<file path="src/rtl/arp_responder.sv">
// rtl/arp_responder.sv - ARP request detector producing a registered reply descriptor
module arp_responder #(
  parameter int CNT_W   = 8,
  parameter int MIN_LEN = 64
) (
  input  logic             i_rx_clk,
  input  logic             rst_n,
  input  logic [7:0]       i_rx_data,
  input  logic             i_rx_dv,
  input  logic [47:0]      i_local_mac,
  input  logic [31:0]      i_local_ip,
  input  logic             i_enable,
  output logic             o_reply_valid,
  input  logic             i_reply_ack,
  output logic [47:0]      o_dst_mac,
  output logic [47:0]      o_SHA,
  output logic [31:0]      o_SPA,
  output logic [47:0]      o_THA,
  output logic [31:0]      o_TPA,
  output logic [CNT_W-1:0] o_req_count,
  output logic [CNT_W-1:0] o_drop_count
);

  localparam logic [10:0] MIN_LEN_C = 11'(MIN_LEN);
  localparam logic [10:0] CNT_MAX   = 11'h7FF;

  typedef enum logic [2:0] {
    S_IDLE,
    S_PREAMBLE,
    S_HEADER,
    S_TAIL,
    S_DISCARD
  } state_t;

  state_t      state_q;
  logic [10:0] cnt_q;
  logic        bcast_q;
  logic        ucast_q;
  logic        armed_q;   // a dv=0 gap has been seen since reset, so we are frame-aligned
  logic [47:0] sha_q;
  logic [31:0] spa_q;

  logic [7:0]  mac_byte;
  logic        bcast_d;
  logic        ucast_d;
  logic        byte_ok;
  logic        accept;

  // Per-byte header compare against the expected ARP request layout
  always_comb begin
    mac_byte = 8'h00;
    byte_ok  = 1'b1;
    case (cnt_q)
      11'd0:   mac_byte = i_local_mac[47:40];
      11'd1:   mac_byte = i_local_mac[39:32];
      11'd2:   mac_byte = i_local_mac[31:24];
      11'd3:   mac_byte = i_local_mac[23:16];
      11'd4:   mac_byte = i_local_mac[15:8];
      11'd5:   mac_byte = i_local_mac[7:0];
      default: mac_byte = 8'h00;
    endcase
    // Broadcast and unicast matches are tracked separately so a mixed address fails
    bcast_d = (i_rx_data == 8'hFF) && ((cnt_q == 11'd0) || bcast_q);
    ucast_d = (i_rx_data == mac_byte) && ((cnt_q == 11'd0) || ucast_q);
    case (cnt_q)
      11'd0, 11'd1, 11'd2,
      11'd3, 11'd4, 11'd5: byte_ok = bcast_d || ucast_d;
      11'd12:  byte_ok = (i_rx_data == 8'h08);
      11'd13:  byte_ok = (i_rx_data == 8'h06);
      11'd14:  byte_ok = (i_rx_data == 8'h00);
      11'd15:  byte_ok = (i_rx_data == 8'h01);
      11'd16:  byte_ok = (i_rx_data == 8'h08);
      11'd17:  byte_ok = (i_rx_data == 8'h00);
      11'd18:  byte_ok = (i_rx_data == 8'h06);
      11'd19:  byte_ok = (i_rx_data == 8'h04);
      11'd20:  byte_ok = (i_rx_data == 8'h00);
      11'd21:  byte_ok = (i_rx_data == 8'h01);
      11'd38:  byte_ok = (i_rx_data == i_local_ip[31:24]);
      11'd39:  byte_ok = (i_rx_data == i_local_ip[23:16]);
      11'd40:  byte_ok = (i_rx_data == i_local_ip[15:8]);
      11'd41:  byte_ok = (i_rx_data == i_local_ip[7:0]);
      default: byte_ok = 1'b1;
    endcase
    accept = (state_q == S_TAIL) && !i_rx_dv && (cnt_q >= MIN_LEN_C);
  end

  // Receive FSM: preamble hunt, header parse and field capture
  always_ff @(posedge i_rx_clk or negedge rst_n) begin
    if (!rst_n) begin
      state_q <= S_IDLE;
      cnt_q   <= 11'd0;
      bcast_q <= 1'b0;
      ucast_q <= 1'b0;
      armed_q <= 1'b0;
      sha_q   <= 48'h0;
      spa_q   <= 32'h0;
    end else if (!i_rx_dv) begin
      state_q <= S_IDLE;
      armed_q <= 1'b1;
    end else begin
      case (state_q)
        S_IDLE: begin
          if (!armed_q || !i_enable) state_q <= S_DISCARD;
          else                       state_q <= S_PREAMBLE;
        end
        S_PREAMBLE: begin
          if (i_rx_data == 8'hD5) begin
            state_q <= S_HEADER;
            cnt_q   <= 11'd0;
          end else if (i_rx_data != 8'h55) begin
            state_q <= S_DISCARD;
          end
        end
        S_HEADER: begin
          if (cnt_q != CNT_MAX) cnt_q <= cnt_q + 11'd1;
          bcast_q <= bcast_d;
          ucast_q <= ucast_d;
          if (cnt_q >= 11'd22 && cnt_q <= 11'd27) sha_q <= {sha_q[39:0], i_rx_data};
          if (cnt_q >= 11'd28 && cnt_q <= 11'd31) spa_q <= {spa_q[23:0], i_rx_data};
          if (!byte_ok)                state_q <= S_DISCARD;
          else if (cnt_q == 11'd41)    state_q <= S_TAIL;
        end
        S_TAIL: begin
          if (cnt_q != CNT_MAX) cnt_q <= cnt_q + 11'd1;
        end
        default: state_q <= S_DISCARD;
      endcase
    end
  end

  // Reply descriptor handshake and request/drop accounting
  always_ff @(posedge i_rx_clk or negedge rst_n) begin
    if (!rst_n) begin
      o_reply_valid <= 1'b0;
      o_dst_mac     <= 48'h0;
      o_SHA         <= 48'h0;
      o_SPA         <= 32'h0;
      o_THA         <= 48'h0;
      o_TPA         <= 32'h0;
      o_req_count   <= '0;
      o_drop_count  <= '0;
    end else if (accept && (!o_reply_valid || i_reply_ack)) begin
      o_reply_valid <= 1'b1;
      o_dst_mac     <= sha_q;
      o_SHA         <= i_local_mac;
      o_SPA         <= i_local_ip;
      o_THA         <= sha_q;
      o_TPA         <= spa_q;
      o_req_count   <= o_req_count + 1'b1;
    end else begin
      if (accept)      o_drop_count  <= o_drop_count + 1'b1;
      if (i_reply_ack) o_reply_valid <= 1'b0;
    end
  end

endmodule

</file>
<file path="config.mk">
export PLATFORM = sky130hd
export DESIGN_NAME = arp_responder
export DESIGN_NICKNAME = d
export VERILOG_FILES = /design/src/rtl/arp_responder.sv
export SDC_FILE = /design/constraint.sdc
export NUM_CORES = 1
export LEC_CHECK = 0
export BUFFER_PORTS_ARGS = -buffer_cell sky130_fd_sc_hd__buf_4
export CAP_MARGIN = 10
export CORE_MARGIN = 3
export CORE_UTILIZATION = 53
export DETAILED_ROUTE_END_ITERATION = 12
export PLACE_DENSITY = 0.8
export REMOVE_ABC_BUFFERS = 1
export SYNTH_ARGS = -nofsm -noshare
export SYNTH_HDL_FRONTEND = slang
export SYNTH_SLANG_ARGS = --single-unit
</file>
<file path="constraint.sdc">
create_clock -name i_rx_clk -period 3.6 [get_ports i_rx_clk]
set_input_delay 0.36 -clock i_rx_clk [delete_from_list [all_inputs] [get_ports i_rx_clk]]
set_output_delay 0.36 -clock i_rx_clk [all_outputs]
set_load 0.1 [all_outputs]
</file>
==> out/qor.yml, run 1 <==
status:
  status: "finished clean"
cells_and_area:
  fin_nets: 1623
  antennaDiodeCount: 0
  nFillCells: 1746
  drive_above_1_share: 0.3074
  area_growth_pct: 26.80
  utilization: 0.6867
timing:
  worst_hold_slack_ns: 0.02734
  finalCriticalPeriod_ns: 3.237
  fmax_mhz: 308.9
  rsz0062_at_grt: "false"
  tightest_slew_ns: 0.7624
  timing.final.crit_share: 0.8992
  slew_viol_final: 0
  slew_headroom: 0.4917
  clock_skew_ns: 0.01215
  hold_viol_final: 0
  setup_viol: 0
floorplan:
  chipWidth_um: 158.3
  initial_core_util: 0.5415
  die-area_um2: 25070
  row_count: 55
  coreArea_um2: 22710
  die_h_um: 158.3
  io_pins: 318
synthesis:
  ys.flop_type: "dfrtp_1"
  yosysWarnings: 0
  syn-mean-instance-area_um2: 9.623
  synthArstFlopShare: 1.000
  yosys_register_bits: 274
  synth_edf_count: 0
  yosys.area.top_type_share: 0.5575
  synth_cell_types: 64
  synth_area_leaders: "dfrtp_1 56%, nand2_1 16%, mux2_2 7.4%"
  ys_seq_area_frac: 0.5575
  postSynthCellCount: 1278
  yosysTopAreaCell: "dfrtp_1"
  synth_area_um2: 12300
pwr:
  seqPwrFrac: 0.482
  cellInternalPower_uw: 5071
  p_switching_uw: 1323
  power_frac_comb: 0.038
  p_sw_frac: 0.2070
  p_per_area_nw_per_um2: 410.1
  power.share.clock: 0.480
  p_leak_uw: 0.008584
  ir_drop_uv: 267.9
worst_setup_path:
  start_kind: "flip-flop"
  cp.required_ns: 4.01
  r2r_cells: 11
  critPathKind: "flip-flop to flip-flop"
  crit_path_max_fanout: 15
  arrival_ns: 3.65
  rr_startpoint: "cnt_q[1]"
  reg2reg_slack_ns: 0.36
  endpoint_kind: "flip-flop"
  reg2reg_to: "state_q[2]"
drt:
  drc: 0
  drt-total-wl_mm: 32.23
  wire_per_inst_um: 17.64
  drt_iter0_drc: 625
  first_pass_iters: 5
  num_vias: 9950
  ant_nets: 0
  drt-vias-per-instance: 5.446
cts:
  htree_levels: 1
  clockRootBuffer: "clkbuf_16"
  cts_tree: "yes"
  clock_latency_ns: 0.54
  cts_buffer_depth: 3
  clkTransAtPathRegs_ns: 0.06
  cts.sinks: 274
  cts_resized: 0
  cts_buffers: 28
global_routing:
  grt_pass1_wl_mm: 51.54
  grt_overflow: 0
  grt_max_degree: 103
  grt_pass1_vias: 9791
  grtUsageTotal: 0.2548
  antenna_found_initial: 0
place:
  dp_hpwl_mm: 22.71
  portBuffers: 317
  gp_congestion: 0.9061
job:
  max-cap-violations: 0
hold_path:
  hold_end: "o_SPA[8]"
  hold_path_class: "input pin to flip-flop"
  min_from: "i_local_ip[8]"
  holdPathStages: 3
==> worst max-delay path, cell delays in order, from the launching register on <==
cell and delay [ns]:
dfrtp_1 0.50, inv_1 0.13, ha_1 0.38, buf_4 0.27
a22o_1 0.20, o21ai_0 0.12, o21ai_0 0.18, or4b_1 0.55
a21boi_1 0.17, o2111ai_1 0.25, a21oi_1 0.28, o31ai_1 0.08
==> through the flow <==
step	instances	total power, uW	setup WS (ns)	instance area, um^2	setup TNS (ns)
after floorplan	1153	3179	-4.104	11600	-523.84
after global placement	1776	3383	0.5024	14580	0
after detailed placement	1776	3383	0.4126	14580	0
after CTS	1827	6457	0.4079	15590	0
after global routing	1827	6609	0.1358	15590	0
final	1827	6394	0.3629	15590	0
==> synthesized netlist by cell type (all sizes together), types with 4 or more instances <==
master,count
ha,6
dfrtp,274
nand2b,9
o21ai,25
xor2,8
or4,4
nand4,11
mux2,81
nand3b,7
nor2,29
clkbuf,48
nor3,11
buf,77
nand2,524
o31ai,9
a31oi,4
a22oi,34
inv,6
nor2b,6
and3,5
nand3,11
xnor2,14
a21oi,14
o22ai,8
==> state kept, by name, indices dropped and copies added, names as in the netlist <==
register and count:
cnt_q 11, o_THA 48, bcast_q 1, o_req_count 8
spa_q 32, o_SHA 48, sha_q 48, o_TPA 32
o_drop_count 8, ucast_q 1, o_SPA 32, armed_q 1
o_reply_valid 1, state_q 3
==> placed cells by master, fill, tap and decap left out, types with 4 or more instances in the layout <==
master,netlist,final
ha_1,6,6
nor2_1,28,28
o21ai_0,22,22
a31oi_1,4,4
buf_12,0,5
clkbuf_16,0,29
nand2_1,524,524
buf_4,48,332
a21oi_1,14,14
nor3_1,10,10
a22oi_1,34,34
nand3b_1,7,7
inv_1,6,6
nand2b_1,9,8
mux2_2,81,81
dfrtp_1,274,274
nor2b_1,6,5
clkbuf_8,0,7
o22ai_1,8,8
xnor2_1,14,14
nand4_1,11,11
clkbuf_1,48,4
bufinv_16,0,4
nand3_1,11,11
o31ai_1,9,9
xor2_1,8,8
and3_1,5,5
==> metal layers <==
layer | vias up | part of all wire | track usage | wire (um)
li1 | 4662 | - | - | -
met1 | 4850 | 0.41 | 0.3365 | 13310
met2 | 380 | 0.48 | 0.4319 | 15570
met3 | 58 | 0.079 | 0.05491 | 2554
met4 | 0 | 0.025 | 0.06596 | 798
met5 | - | 0 | 0 | 0
==> what timing repair did <==
item | 4_1_cts | 5_1_grt
buffers inserted | 0 | 0
hold endpoints to repair | 100 | 0
hold buffers | 3 | 0
==> cells by family (layout without fill, tap and decap cells) <==
group                      Yosys count  after routing  synth area share
DFF                                274            274            0.5575
xor gates and xnor gates            22             22           0.01567
buffers and inverters              132            396           0.05860
muxes                               82             82           0.07498
AOI/OAI and AO/OA                  128            128           0.07315
adders and majority gates            6              6          0.006104
and+or+nand+nor                    634            634            0.2140
==> worst max path at each step <==
| stage | startpoint | end | slack [ns] | depth (start not counted) |
|---|---|---|---|---|
| floorplan | cnt_q[6] | o_req_count[7] | -4.10 | 7 |
| global placement | cnt_q[1] | state_q[2] | 0.50 | 11 |
| detailed placement | cnt_q[1] | state_q[2] | 0.41 | 11 |
| CTS | cnt_q[1] | state_q[2] | 0.41 | 11 |
| global route | cnt_q[0] | state_q[2] | 0.14 | 11 |
| finish | cnt_q[1] | state_q[2] | 0.36 | 11 |
==> cell type report <==
class                   count  area, um^2  share of cell area
well taps                 285       356.6             0.02287
clock buffers              40       837.1             0.05368
flip-flops and latches    274        6857              0.4397
clock inverters             8       143.9            0.009227
repair buffers            341        2638              0.1691
multi-input cells         872        4736              0.3037
inverters                   7       26.28            0.001685
==> power by group through the flow <==
stage / combinational, uW / sequential (uW) / clock (uW)
2_1_floorplan: 39.7 / 3140 / 0
3_3_place_gp: 245 / 3140 / 0
3_5_place_dp: 245 / 3140 / 0
4_1_cts: 249 / 3080 / 3130
5_1_grt: 269 / 3080 / 3260
6_report: 245 / 3080 / 3070
Note: power is estimated with default switching activity, not from simulation.
==> run 2, diff against run 1 <==
==> constraint.sdc (replaced) <==
create_clock -name i_rx_clk -period 3.6 [get_ports i_rx_clk]
set_input_delay 0.54 -clock i_rx_clk [delete_from_list [all_inputs] [get_ports i_rx_clk]]
set_output_delay 0.54 -clock i_rx_clk [all_outputs]
set_load 0.1 [all_outputs]
==> run 2 against run 1 <==
Worst setup slack lost 0.028 ns; critical path depth is the same; utilization shrank 0.20 points; first-iteration DRC count shrank 12%; die area is the same; non-clock buffer count shrank 4; cell count is essentially flat; sequential share of layout area grew 0.13 points; design area shrank 0.30%; power shrank 0.44%; critical path type unchanged; critical endpoint is now state_q[1].
==> out/qor.yml, run 2 (same netlist as run 1, synthesis figures left out) <==
global_routing:
  grt_overflow: 0
  grt_pass1_wl_mm: 51.34
  grt_max_degree: 163
  grtUsageTotal: 0.2528
  grt_pass1_vias: 9862
  antenna_found_initial: 0
worst_setup_path:
  start_kind: "flip-flop"
  crit_path_end: "state_q[1]"
  crit_start: "cnt_q[0]"
  cpPeakStageDelay_ns: 0.62
  arrival_ns: 3.67
  crit_buf_inv: 2
  cp.required_ns: 4.01
  reg2reg_to: "state_q[1]"
  rr_startpoint: "cnt_q[0]"
  slowest_stage: "ha_1"
  cp_top_family: "compound AO/OA/AOI/OAI gates"
  reg2reg_slack_ns: 0.34
  crit_path_max_fanout: 16
  critPathKind: "flip-flop to flip-flop"
  path_cells: "inv_1 -> ha_1 -> buf_4 -> a22oi_1 -> o22ai_1 -> xor2_1 -> o22ai_1 -> a22oi_1 -> a2111oi_2 -> or4_1 -> a221o_1"
  endpoint_kind: "flip-flop"
  r2r_cells: 11
  cp.depth: 11
drt:
  drt-total-wl_mm: 32.02
  ant_nets: 0
  num_vias: 9863
  drt-vias-per-instance: 5.401
  drt_iter0_drc: 547
  drc: 0
  first_pass_iters: 5
  wire_per_inst_um: 17.53
place:
  gp_congestion: 0.9176
  place_area_um2: 14560
  portBuffers: 317
  dp_hpwl_mm: 22.37
floorplan:
  chipWidth_um: 158.3
  die-area_um2: 25070
  die_h_um: 158.3
  io_pins: 318
  initial_core_util: 0.5415
  coreArea_um2: 22710
  row_count: 55
timing:
  tns_ns: 0
  hold_viol_final: 0
  finalCriticalPeriod_ns: 3.265
  setup_viol: 0
  slew_headroom: 0.3714
  clock_skew_ns: 0.02573
  fmax_mhz: 306.3
  timing.final.crit_share: 0.9069
  rsz0062_at_grt: "false"
  slew_viol_final: 0
  tightest_slew_ns: 0.9428
cells_and_area:
  mostFrequentLayoutCells: "524 x nand2_1, 332 x buf_4, 274 x dfrtp_1"
  final_cell_area_um2: 15550
  fin_nets: 1619
  drive_above_1_share: 0.3091
  final_common_cell: "nand2_1"
  area_growth_pct: 26.42
  top_regs: "o_SHA x48, o_THA x48, sha_q x48"
cts:
  clkTransAtPathRegs_ns: 0.06
  clock_latency_ns: 0.54
  cts_buffer_depth: 3
  htree_levels: 1
  cts_buffers: 28
  cts_tree: "yes"
  clockRootBuffer: "clkbuf_16"
  cts.sinks: 274
  cts_setup_buffers: 0
pwr:
  power_frac_comb: 0.037
  cellInternalPower_uw: 5036
  seqPwrFrac: 0.484
  p_per_area_nw_per_um2: 409.5
  p_switching_uw: 1330
  p_leak_uw: 0.008555
  p_sw_frac: 0.2089
  ir_drop_uv: 281.1
  power.share.clock: 0.479
job:
  max-cap-violations: 0
status:
  status: "finished clean"
hold_path:
  hold_path_class: "input pin to asynchronous set/reset pin"
## run 2: through the flow
stage	utilization	setup WS, ns	hold WS [ns]	cells	power [uW]
finish	0.6846	0.3352	0.08676	1826	6366
detailed placement	0.6413	0.3104	0.4520	1775	3380
CTS	0.6844	0.2961	0.1100	1825	6423
global placement	0.6413	0.4178	0.4421	1775	3381
floorplan	-	-4.104	0.2444	1153	3179
global route	0.6845	0.05913	0.1285	1825	6572
## run 2: final cells by class
type,count,area (um^2)
antenna,1,2.502
clock buffer,38,809.5
clock inverter,12,170.2
fill,1779,7162
inverter,7,26.28
multi-input combinational,872,4738
sequential,274,6857
tap,285,356.6
timing repair buffer,337,2587
## run 2: how the worst min path moves through the flow
stage / slack, ns / cells after the start / end / from
2_1_floorplan: 0.24 / 0 / armed_q / rst_n
3_3_place_gp: 0.44 / 2 / o_THA[44] / sha_q[44]
3_5_place_dp: 0.45 / 2 / o_TPA[31] / spa_q[31]
4_1_cts: 0.11 / 1 / sha_q[29] / rst_n
5_1_grt: 0.13 / 1 / o_req_count[7] / rst_n
6_report: 0.09 / 1 / o_req_count[3] / rst_n
## run 2: what timing repair did
item / 4_1_cts / 5_1_grt
gates resized for setup: 0 / 1
hold buffers: 0 / 0
setup endpoints to repair: 0 / 2
endpoints found under the hold margin: 0 / 0
## run 2: power by group through the flow
| stage | Combinational (uW) | Sequential, uW | Clock [uW] |
|---|---|---|---|
| 2_1_floorplan | 39.7 | 3140 | 0 |
| 3_3_place_gp | 243 | 3140 | 0 |
| 3_5_place_dp | 242 | 3140 | 0 |
| 4_1_cts | 243 | 3080 | 3100 |
| 5_1_grt | 263 | 3080 | 3230 |
| 6_report | 238 | 3080 | 3050 |
## run 2: per-layer routing
metal / routed length [um] / GRT usage
met1: 12980 / 0.3344
met2: 15780 / 0.4252
met3: 2679 / 0.06034
met4: 576 / 0.06145
met5: 0 / 0
